## src/rtl/uart_pkg.sv

```systemverilog
`default_nettype none
`timescale 1ns/1ps
// +----------------------------------------------------------------------+
// | Module   : uart_pkg                                                  |
// | Purpose  : Types and helpers shared by the UART transmit and receive |
// |            blocks. Holds the transmit state encoding and the         |
// |            clock-cycles-per-bit calculation.                         |
// | Ports    : none (package)                                            |
// | Revision : 1.0  initial release                                      |
// +----------------------------------------------------------------------+
package uart_pkg;

  // Transmit frame sequencer states.
  typedef enum logic [2:0] {
    IDLE   = 3'd0,
    START  = 3'd1,
    DATA   = 3'd2,
    PARITY = 3'd3,
    STOP   = 3'd4
  } uart_state_e;

  // Whole clock cycles per serial bit. The division truncates, so the real
  // baud rate is never below the requested one.
  function automatic int clks_per_bit(input int clk_freq_mhz, input int baud_rate);
    longint unsigned clk_hz;
    clk_hz = longint'(clk_freq_mhz) * 64'd1_000_000;
    return int'(clk_hz / longint'(baud_rate));
  endfunction

endpackage : uart_pkg
`default_nettype wire

```

## src/rtl/uart_sync_fifo.sv

```systemverilog
`default_nettype none
`timescale 1ns/1ps
// +----------------------------------------------------------------------+
// | Module   : uart_sync_fifo                                            |
// | Purpose  : Single-clock first-word-fall-through FIFO. o_data always  |
// |            shows the oldest entry, so a pop consumes it on the edge. |
// | Ports    : clk, rst_n (async, active-high)                           |
// |            i_push/i_data  write request and data (ignored when full) |
// |            i_pop          read request (ignored when empty)          |
// |            o_data         head entry                                 |
// |            o_count        occupancy 0..DEPTH                         |
// |            o_full/o_empty flags derived from the registered count    |
// | Revision : 1.0  initial release                                      |
// +----------------------------------------------------------------------+
module uart_sync_fifo #(
  parameter int WIDTH = 8,
  parameter int DEPTH = 8
) (
  input  logic                     clk,
  input  logic                     rst_n,
  input  logic                     i_push,
  input  logic [WIDTH-1:0]         i_data,
  input  logic                     i_pop,
  output logic [WIDTH-1:0]         o_data,
  output logic [$clog2(DEPTH):0]   o_count,
  output logic                     o_full,
  output logic                     o_empty
);

  localparam int AW = $clog2(DEPTH);
  localparam int CW = AW + 1;

  logic [WIDTH-1:0] mem_q [DEPTH];
  logic [AW-1:0]    wr_ptr_q, wr_ptr_d;
  logic [AW-1:0]    rd_ptr_q, rd_ptr_d;
  logic [CW-1:0]    count_q, count_d;
  logic             push_ok;
  logic             pop_ok;

  assign o_full  = (count_q == CW'(DEPTH));
  assign o_empty = (count_q == '0);
  assign o_count = count_q;
  assign o_data  = mem_q[rd_ptr_q];

  // Acceptance uses the registered flags only, so a push into a full FIFO is
  // refused even when a pop frees a slot on the same edge.
  assign push_ok = i_push & ~o_full;
  assign pop_ok  = i_pop  & ~o_empty;

  always_comb begin
    wr_ptr_d = wr_ptr_q;
    rd_ptr_d = rd_ptr_q;
    count_d  = count_q;
    // Pointers are exactly AW bits wide, so they wrap modulo DEPTH.
    if (push_ok) wr_ptr_d = wr_ptr_q + AW'(1);
    if (pop_ok)  rd_ptr_d = rd_ptr_q + AW'(1);
    case ({push_ok, pop_ok})
      2'b10:   count_d = count_q + CW'(1);
      2'b01:   count_d = count_q - CW'(1);
      default: count_d = count_q;
    endcase
  end

  always_ff @(posedge clk or posedge rst_n) begin
    if (rst_n) begin
      wr_ptr_q <= '0;
      rd_ptr_q <= '0;
      count_q  <= '0;
    end else begin
      wr_ptr_q <= wr_ptr_d;
      rd_ptr_q <= rd_ptr_d;
      count_q  <= count_d;
    end
  end

  // Storage needs no reset: an entry is only read after it has been written.
  always_ff @(posedge clk) begin
    if (push_ok) mem_q[wr_ptr_q] <= i_data;
  end

endmodule : uart_sync_fifo
`default_nettype wire

```

## src/rtl/uart_tx_buffered.sv

```systemverilog
`default_nettype none
`timescale 1ns/1ps
// +----------------------------------------------------------------------+
// | Module   : uart_tx_buffered                                          |
// | Purpose  : UART transmitter with a byte FIFO in front. Frames are    |
// |            start(0), 8 data bits LSB first, optional parity, stop(1).|
// | Ports    : clk, rst_n (async, active-high)                           |
// |            i_data/i_valid  byte push, taken when o_ready is high     |
// |            o_ready         FIFO not full                             |
// |            o_tx            registered serial line, idle high         |
// |            o_busy          frame in flight or bytes queued           |
// |            o_count         queued bytes, not counting the one sent   |
// |            o_overflow      sticky, push attempted while full         |
// | Revision : 1.0  initial release                                      |
// +----------------------------------------------------------------------+
module uart_tx_buffered #(
  parameter int CLK_FREQ_MHZ = 27,
  parameter int BAUD_RATE    = 115200,
  parameter int PARITY_EN    = 1,
  parameter int PARITY_ODD   = 0,
  parameter int FIFO_DEPTH   = 8
) (
  input  logic                          clk,
  input  logic                          rst_n,
  input  logic [7:0]                    i_data,
  input  logic                          i_valid,
  output logic                          o_ready,
  output logic                          o_tx,
  output logic                          o_busy,
  output logic [$clog2(FIFO_DEPTH):0]   o_count,
  output logic                          o_overflow
);

  import uart_pkg::*;

  localparam int            CPB      = clks_per_bit(CLK_FREQ_MHZ, BAUD_RATE);
  localparam int            BCW      = $clog2(CPB + 1);
  localparam logic [BCW-1:0] BIT_LAST = BCW'(CPB - 1);
  localparam logic          PAR_EN   = (PARITY_EN != 0);
  localparam logic          PAR_INV  = (PARITY_ODD != 0);

  uart_state_e     state_q, state_d;
  logic [BCW-1:0]  bit_cyc_q, bit_cyc_d;
  logic [2:0]      bit_idx_q, bit_idx_d;
  logic [7:0]      shift_q, shift_d;
  logic            parity_q, parity_d;
  logic            tx_q, tx_d;
  logic            overflow_q, overflow_d;

  logic            fifo_pop;
  logic [7:0]      fifo_rdata;
  logic            fifo_full;
  logic            fifo_empty;
  logic            bit_end;
  logic            load;

  uart_sync_fifo #(
    .WIDTH (8),
    .DEPTH (FIFO_DEPTH)
  ) u_fifo (
    .clk     (clk),
    .rst_n   (rst_n),
    .i_push  (i_valid),
    .i_data  (i_data),
    .i_pop   (fifo_pop),
    .o_data  (fifo_rdata),
    .o_count (o_count),
    .o_full  (fifo_full),
    .o_empty (fifo_empty)
  );

  assign o_ready    = ~fifo_full;
  assign o_tx       = tx_q;
  assign o_busy     = (state_q != IDLE) | ~fifo_empty;
  assign o_overflow = overflow_q;
  assign bit_end    = (bit_cyc_q == BIT_LAST);

  always_comb begin
    state_d    = state_q;
    bit_cyc_d  = bit_cyc_q;
    bit_idx_d  = bit_idx_q;
    shift_d    = shift_q;
    parity_d   = parity_q;
    tx_d       = tx_q;
    fifo_pop   = 1'b0;
    load       = 1'b0;
    overflow_d = overflow_q | (i_valid & fifo_full);

    case (state_q)
      IDLE: begin
        tx_d      = 1'b1;
        bit_cyc_d = '0;
        if (!fifo_empty) load = 1'b1;
      end

      START: begin
        if (bit_end) begin
          bit_cyc_d = '0;
          bit_idx_d = 3'd0;
          tx_d      = shift_q[0];
          state_d   = DATA;
        end else begin
          bit_cyc_d = bit_cyc_q + BCW'(1);
        end
      end

      DATA: begin
        if (bit_end) begin
          bit_cyc_d = '0;
          if (bit_idx_q == 3'd7) begin
            if (PAR_EN) begin
              tx_d    = parity_q;
              state_d = PARITY;
            end else begin
              tx_d    = 1'b1;
              state_d = STOP;
            end
          end else begin
            // The next data bit is shift_q[1]; it becomes shift_q[0] after the shift.
            bit_idx_d = bit_idx_q + 3'd1;
            shift_d   = {1'b0, shift_q[7:1]};
            tx_d      = shift_q[1];
          end
        end else begin
          bit_cyc_d = bit_cyc_q + BCW'(1);
        end
      end

      PARITY: begin
        if (bit_end) begin
          bit_cyc_d = '0;
          tx_d      = 1'b1;
          state_d   = STOP;
        end else begin
          bit_cyc_d = bit_cyc_q + BCW'(1);
        end
      end

      STOP: begin
        if (bit_end) begin
          bit_cyc_d = '0;
          // Chain straight into the next start bit when data is waiting.
          if (!fifo_empty) begin
            load = 1'b1;
          end else begin
            tx_d    = 1'b1;
            state_d = IDLE;
          end
        end else begin
          bit_cyc_d = bit_cyc_q + BCW'(1);
        end
      end

      default: begin
        tx_d      = 1'b1;
        bit_cyc_d = '0;
        state_d   = IDLE;
      end
    endcase

    // Pop the head byte and begin its start bit on this same edge.
    if (load) begin
      fifo_pop  = 1'b1;
      shift_d   = fifo_rdata;
      parity_d  = (^fifo_rdata) ^ PAR_INV;
      tx_d      = 1'b0;
      bit_cyc_d = '0;
      bit_idx_d = 3'd0;
      state_d   = START;
    end
  end

  always_ff @(posedge clk or posedge rst_n) begin
    if (rst_n) begin
      state_q    <= IDLE;
      bit_cyc_q  <= '0;
      bit_idx_q  <= 3'd0;
      shift_q    <= 8'h00;
      parity_q   <= 1'b0;
      tx_q       <= 1'b1;
      overflow_q <= 1'b0;
    end else begin
      state_q    <= state_d;
      bit_cyc_q  <= bit_cyc_d;
      bit_idx_q  <= bit_idx_d;
      shift_q    <= shift_d;
      parity_q   <= parity_d;
      tx_q       <= tx_d;
      overflow_q <= overflow_d;
    end
  end

endmodule : uart_tx_buffered
`default_nettype wire

```

## config.mk

```make
export PLATFORM = sky130hd
export DESIGN_NAME = uart_tx_buffered
export DESIGN_NICKNAME = d
export VERILOG_FILES = /design/src/rtl/uart_pkg.sv /design/src/rtl/uart_sync_fifo.sv /design/src/rtl/uart_tx_buffered.sv
export SDC_FILE = /design/constraint.sdc
export NUM_CORES = 1
export LEC_CHECK = 0
export BUFFER_PORTS_ARGS = -buffer_cell sky130_fd_sc_hd__clkbuf_2
export CAP_MARGIN = 30
export CELL_PAD_IN_SITES_DETAIL_PLACEMENT = 0
export CELL_PAD_IN_SITES_GLOBAL_PLACEMENT = 1
export CORE_UTILIZATION = 47
export DETAILED_ROUTE_END_ITERATION = 10
export PLACE_DENSITY = 0.71
export SYNTH_ARGS = -nofsm -noshare
export SYNTH_HDL_FRONTEND = slang
export SYNTH_HIERARCHICAL = 1
export SYNTH_SLANG_ARGS = --single-unit
```

## constraint.sdc

```tcl
create_clock -name clk -period 3.25 [get_ports clk]
set_input_delay 0.325 -clock clk [delete_from_list [all_inputs] [get_ports clk]]
set_output_delay 0.325 -clock clk [all_outputs]
set_load 0.01 [all_outputs]
```

==> metrics.txt <==
Syn Nets=305; setup TNS=0 ns; Vias=2379; Ys Warns=6; Pleak=1.897 nW; Worst-path clk slew=0.10 ns; Clock Tree Root=clkbuf_8; Syn Area/Cell=15.78 um2; IO Pins=19; count of input and output buffers=18; final hold violations=0; first drt pass iteration count=4; crit-path max FO=6; overall overflow remaining after global route=0; DRT iter0 DRCs=75; Final nets=337; Wirelength per Cell=16.46 um; largest net degree at the start of global routing=19; Mapped Cells=284; skew final=0.006504 ns; Final Slew Violations=0; worst hold path type=primary input to flop; Longest Clk Path Bufs=2; Reg2Reg Depth=10; Peak supply drop=0.4135 mV; Slew @ Worst Pin=0.9348 ns; total of max-cap violations=0; Final period util=90.05%; Seq/Total Area, Yosys=62.47%; utilization after layout=53.68%; share of cells above drive strength 1=21.81%; PwrDens=573.7 nW/um2; worst hold start=i_data[2]; vias per inst=5.287; #FFs+latches synth=99; vias in the first global route=2397; Core Rows=35; Core Box Area=9240 um2; R2R Path End=u_fifo/o_count[3]; post-synth top area cell=edfxtp_1; CTS tree=done; Final setup viols=0; post-synth top area share=42.89%; postcts setup bufs=0; FFs w/ async S/R, synth=35.35%; GRT Util Overall=16.97%; Worst setup SP type=flop; total CTS buffers=9; gpl congestion=0.7594; Cell Count Post-Placement=433; Placed Area=4765 um2; clk sinks=99; Ant. Diodes=0; clk_lat worst skew=0.37 ns; final WL=7408 um; hold endpoint=u_fifo/mem_q[4][2]; Period minus WS final=2.927 ns; synth top area cells=edfxtp_1 (43%), dfrtp_1 (19%), mux4_1 (9.4%); first-pass GRT wire length=12260 um; Setup crit end kind=flop; Die Y=99.64 um; post-route ant nets=0; Peak Freq=0.3417 GHz; DRC viols=0; Area Growth Syn to Fin=10.70%; reg-to-reg slack, setup=0.32 ns; Most used DFF post-synth=edfxtp_1; EDFF count, synth=64; Critical Path AT=3.17 ns; CTS HTree Levels=3; RSZ-0062 raised after global routing=no; WS Path Type=flop to flop; die area=9927 um2; origin of the critical flop-to-flop path=u_fifo/o_count[2]; Worst Setup SP=u_fifo/o_count[2]; initial antenna violation count=0; Post-DP HPWL=4976 um; status=finished, final reports clean; post-route insts no fill=450; Layout Cell Area excl Fill=4960 um2; Starting Density=48.49%; synth unique cells=56; Crit path required time=3.49 ns; die width=99.64 um; hold path cells=1; Synth Cell Area=4481 um2; Max transition margin=37.45%
worst max-delay path, cell delays in order (launching register included):
cell      delay [ns]
dfrtp_1         0.46
nor4_2          0.38
or4_1           0.23
o31ai_4         0.09
o41ai_2         0.09
inv_1           0.14
ha_1            0.22
ha_1            0.33
or4b_2          0.61
o311ai_0        0.13
o211ai_1        0.13
sequential cells by signal (all words and copies together) (netlist names):
| signal | count |
|---|---|
| parity_q | 1 |
| u_fifo/rd_ptr_q | 3 |
| u_fifo/wr_ptr_q | 3 |
| u_fifo/o_count | 4 |
| o_overflow | 1 |
| shift_q | 8 |
| bit_idx_q | 3 |
| u_fifo/mem_q | 64 |
| state_q | 3 |
| o_tx | 1 |
| bit_cyc_q | 8 |
layout by cell type (no fill, tap or decap), types with 2 or more instances in the layout:
| cell | instances |
|---|---|
| nor2_1 | 21 |
| mux2i_1 | 3 |
| nor3_1 | 3 |
| mux2_4 | 2 |
| edfxtp_1 | 64 |
| inv_1 | 11 |
| dfrtp_1 | 34 |
| nand3_1 | 5 |
| xnor2_1 | 17 |
| clkbuf_8 | 9 |
| nand2b_1 | 2 |
| a21oi_1 | 6 |
| nor3b_1 | 3 |
| clkbuf_2 | 18 |
| and3_1 | 2 |
| nand4_1 | 2 |
| a22o_1 | 8 |
| xor2_1 | 4 |
| nand3b_1 | 3 |
| ha_1 | 9 |
| buf_4 | 12 |
| a21o_1 | 6 |
| mux4_1 | 16 |
| mux2_2 | 10 |
| nand2_1 | 9 |
| inv_6 | 4 |
| o21ai_0 | 5 |
worst max path at each step:
| stage | slack, ns | to |
|---|---|---|
| after floorplan | 0.06 | u_fifo/o_count[3] |
| after global placement | 0.24 | u_fifo/o_count[3] |
| after detailed placement | 0.17 | u_fifo/o_count[3] |
| after CTS | 0.14 | u_fifo/o_count[3] |
| after global routing | 0.12 | u_fifo/o_count[3] |
| final | 0.32 | u_fifo/o_count[3] |
cell families after synthesis:
family,after synthesis,synth area share (%)
adder cells (fa/ha/maj),10,2.960
AND/OR/NAND/NOR,62,7.540
AO/OA/AOI/OAI,39,6.870
buffers and inverters,22,2.820
flip-flops,99,62.47
XOR/XNOR,21,4.105
multiplexers,31,13.24
power by group:
group | switching [W] | internal [W] | total [W]
Sequential | 0.0000719 | 0.00152 | 0.00159
Clock | 0.000442 | 0.000291 | 0.000733
Combinational | 0.000295 | 0.000226 | 0.000521
Total | 0.000809 | 0.00204 | 0.00285
metrics by stage:
stage	hold WS (ns)	total power, W	setup WS (ns)
after CTS	0.2114	0.002882	0.1410
after global routing	0.2172	0.002995	0.1218
after detailed placement	0.3263	0.002145	0.1691
after global placement	0.3237	0.002130	0.2414
after floorplan	0.1652	0.001941	0.06162
final	0.2250	0.002846	0.3232
layout make-up:
type	instances	area (um2)
multi-input cells	163	1562
fillers	751	4280
well taps	129	161.4
clock buffers	9	123.9
flip-flops and latches	99	2799
repair buffers	32	217.7
inverters	11	41.29
clock inverters	7	55.05
layer usage:
layer  part of all wire, %  wire (um)  up-vias  GRT usage (%)
li1                      -          -     1158              -
met1                    45       3360     1180          21.46
met2                    50       3709       29          27.72
met3                   2.6        196       12          4.287
met4                   1.9        142        0          7.692
met5                     0          0        -              0
synth_stat cells, drive strengths merged (4+ instances only):
cell / count
xor2: 4
inv: 11
buf: 9
o21ai: 6
nand2: 10
ha: 9
mux2: 12
edfxtp: 64
mux4: 16
xnor2: 17
nand3: 5
dfrtp: 34
a21o: 6
a22o: 8
nor2: 21
a21oi: 7
what timing repair did:
action / 4_1_cts / 5_1_grt
endpoints found under the hold margin: 20 / 0
gates resized for setup: 0 / 1
endpoints found under the setup margin: 0 / 1
hold buffers: 1 / 0
Power figures use the tool's default switching activity.
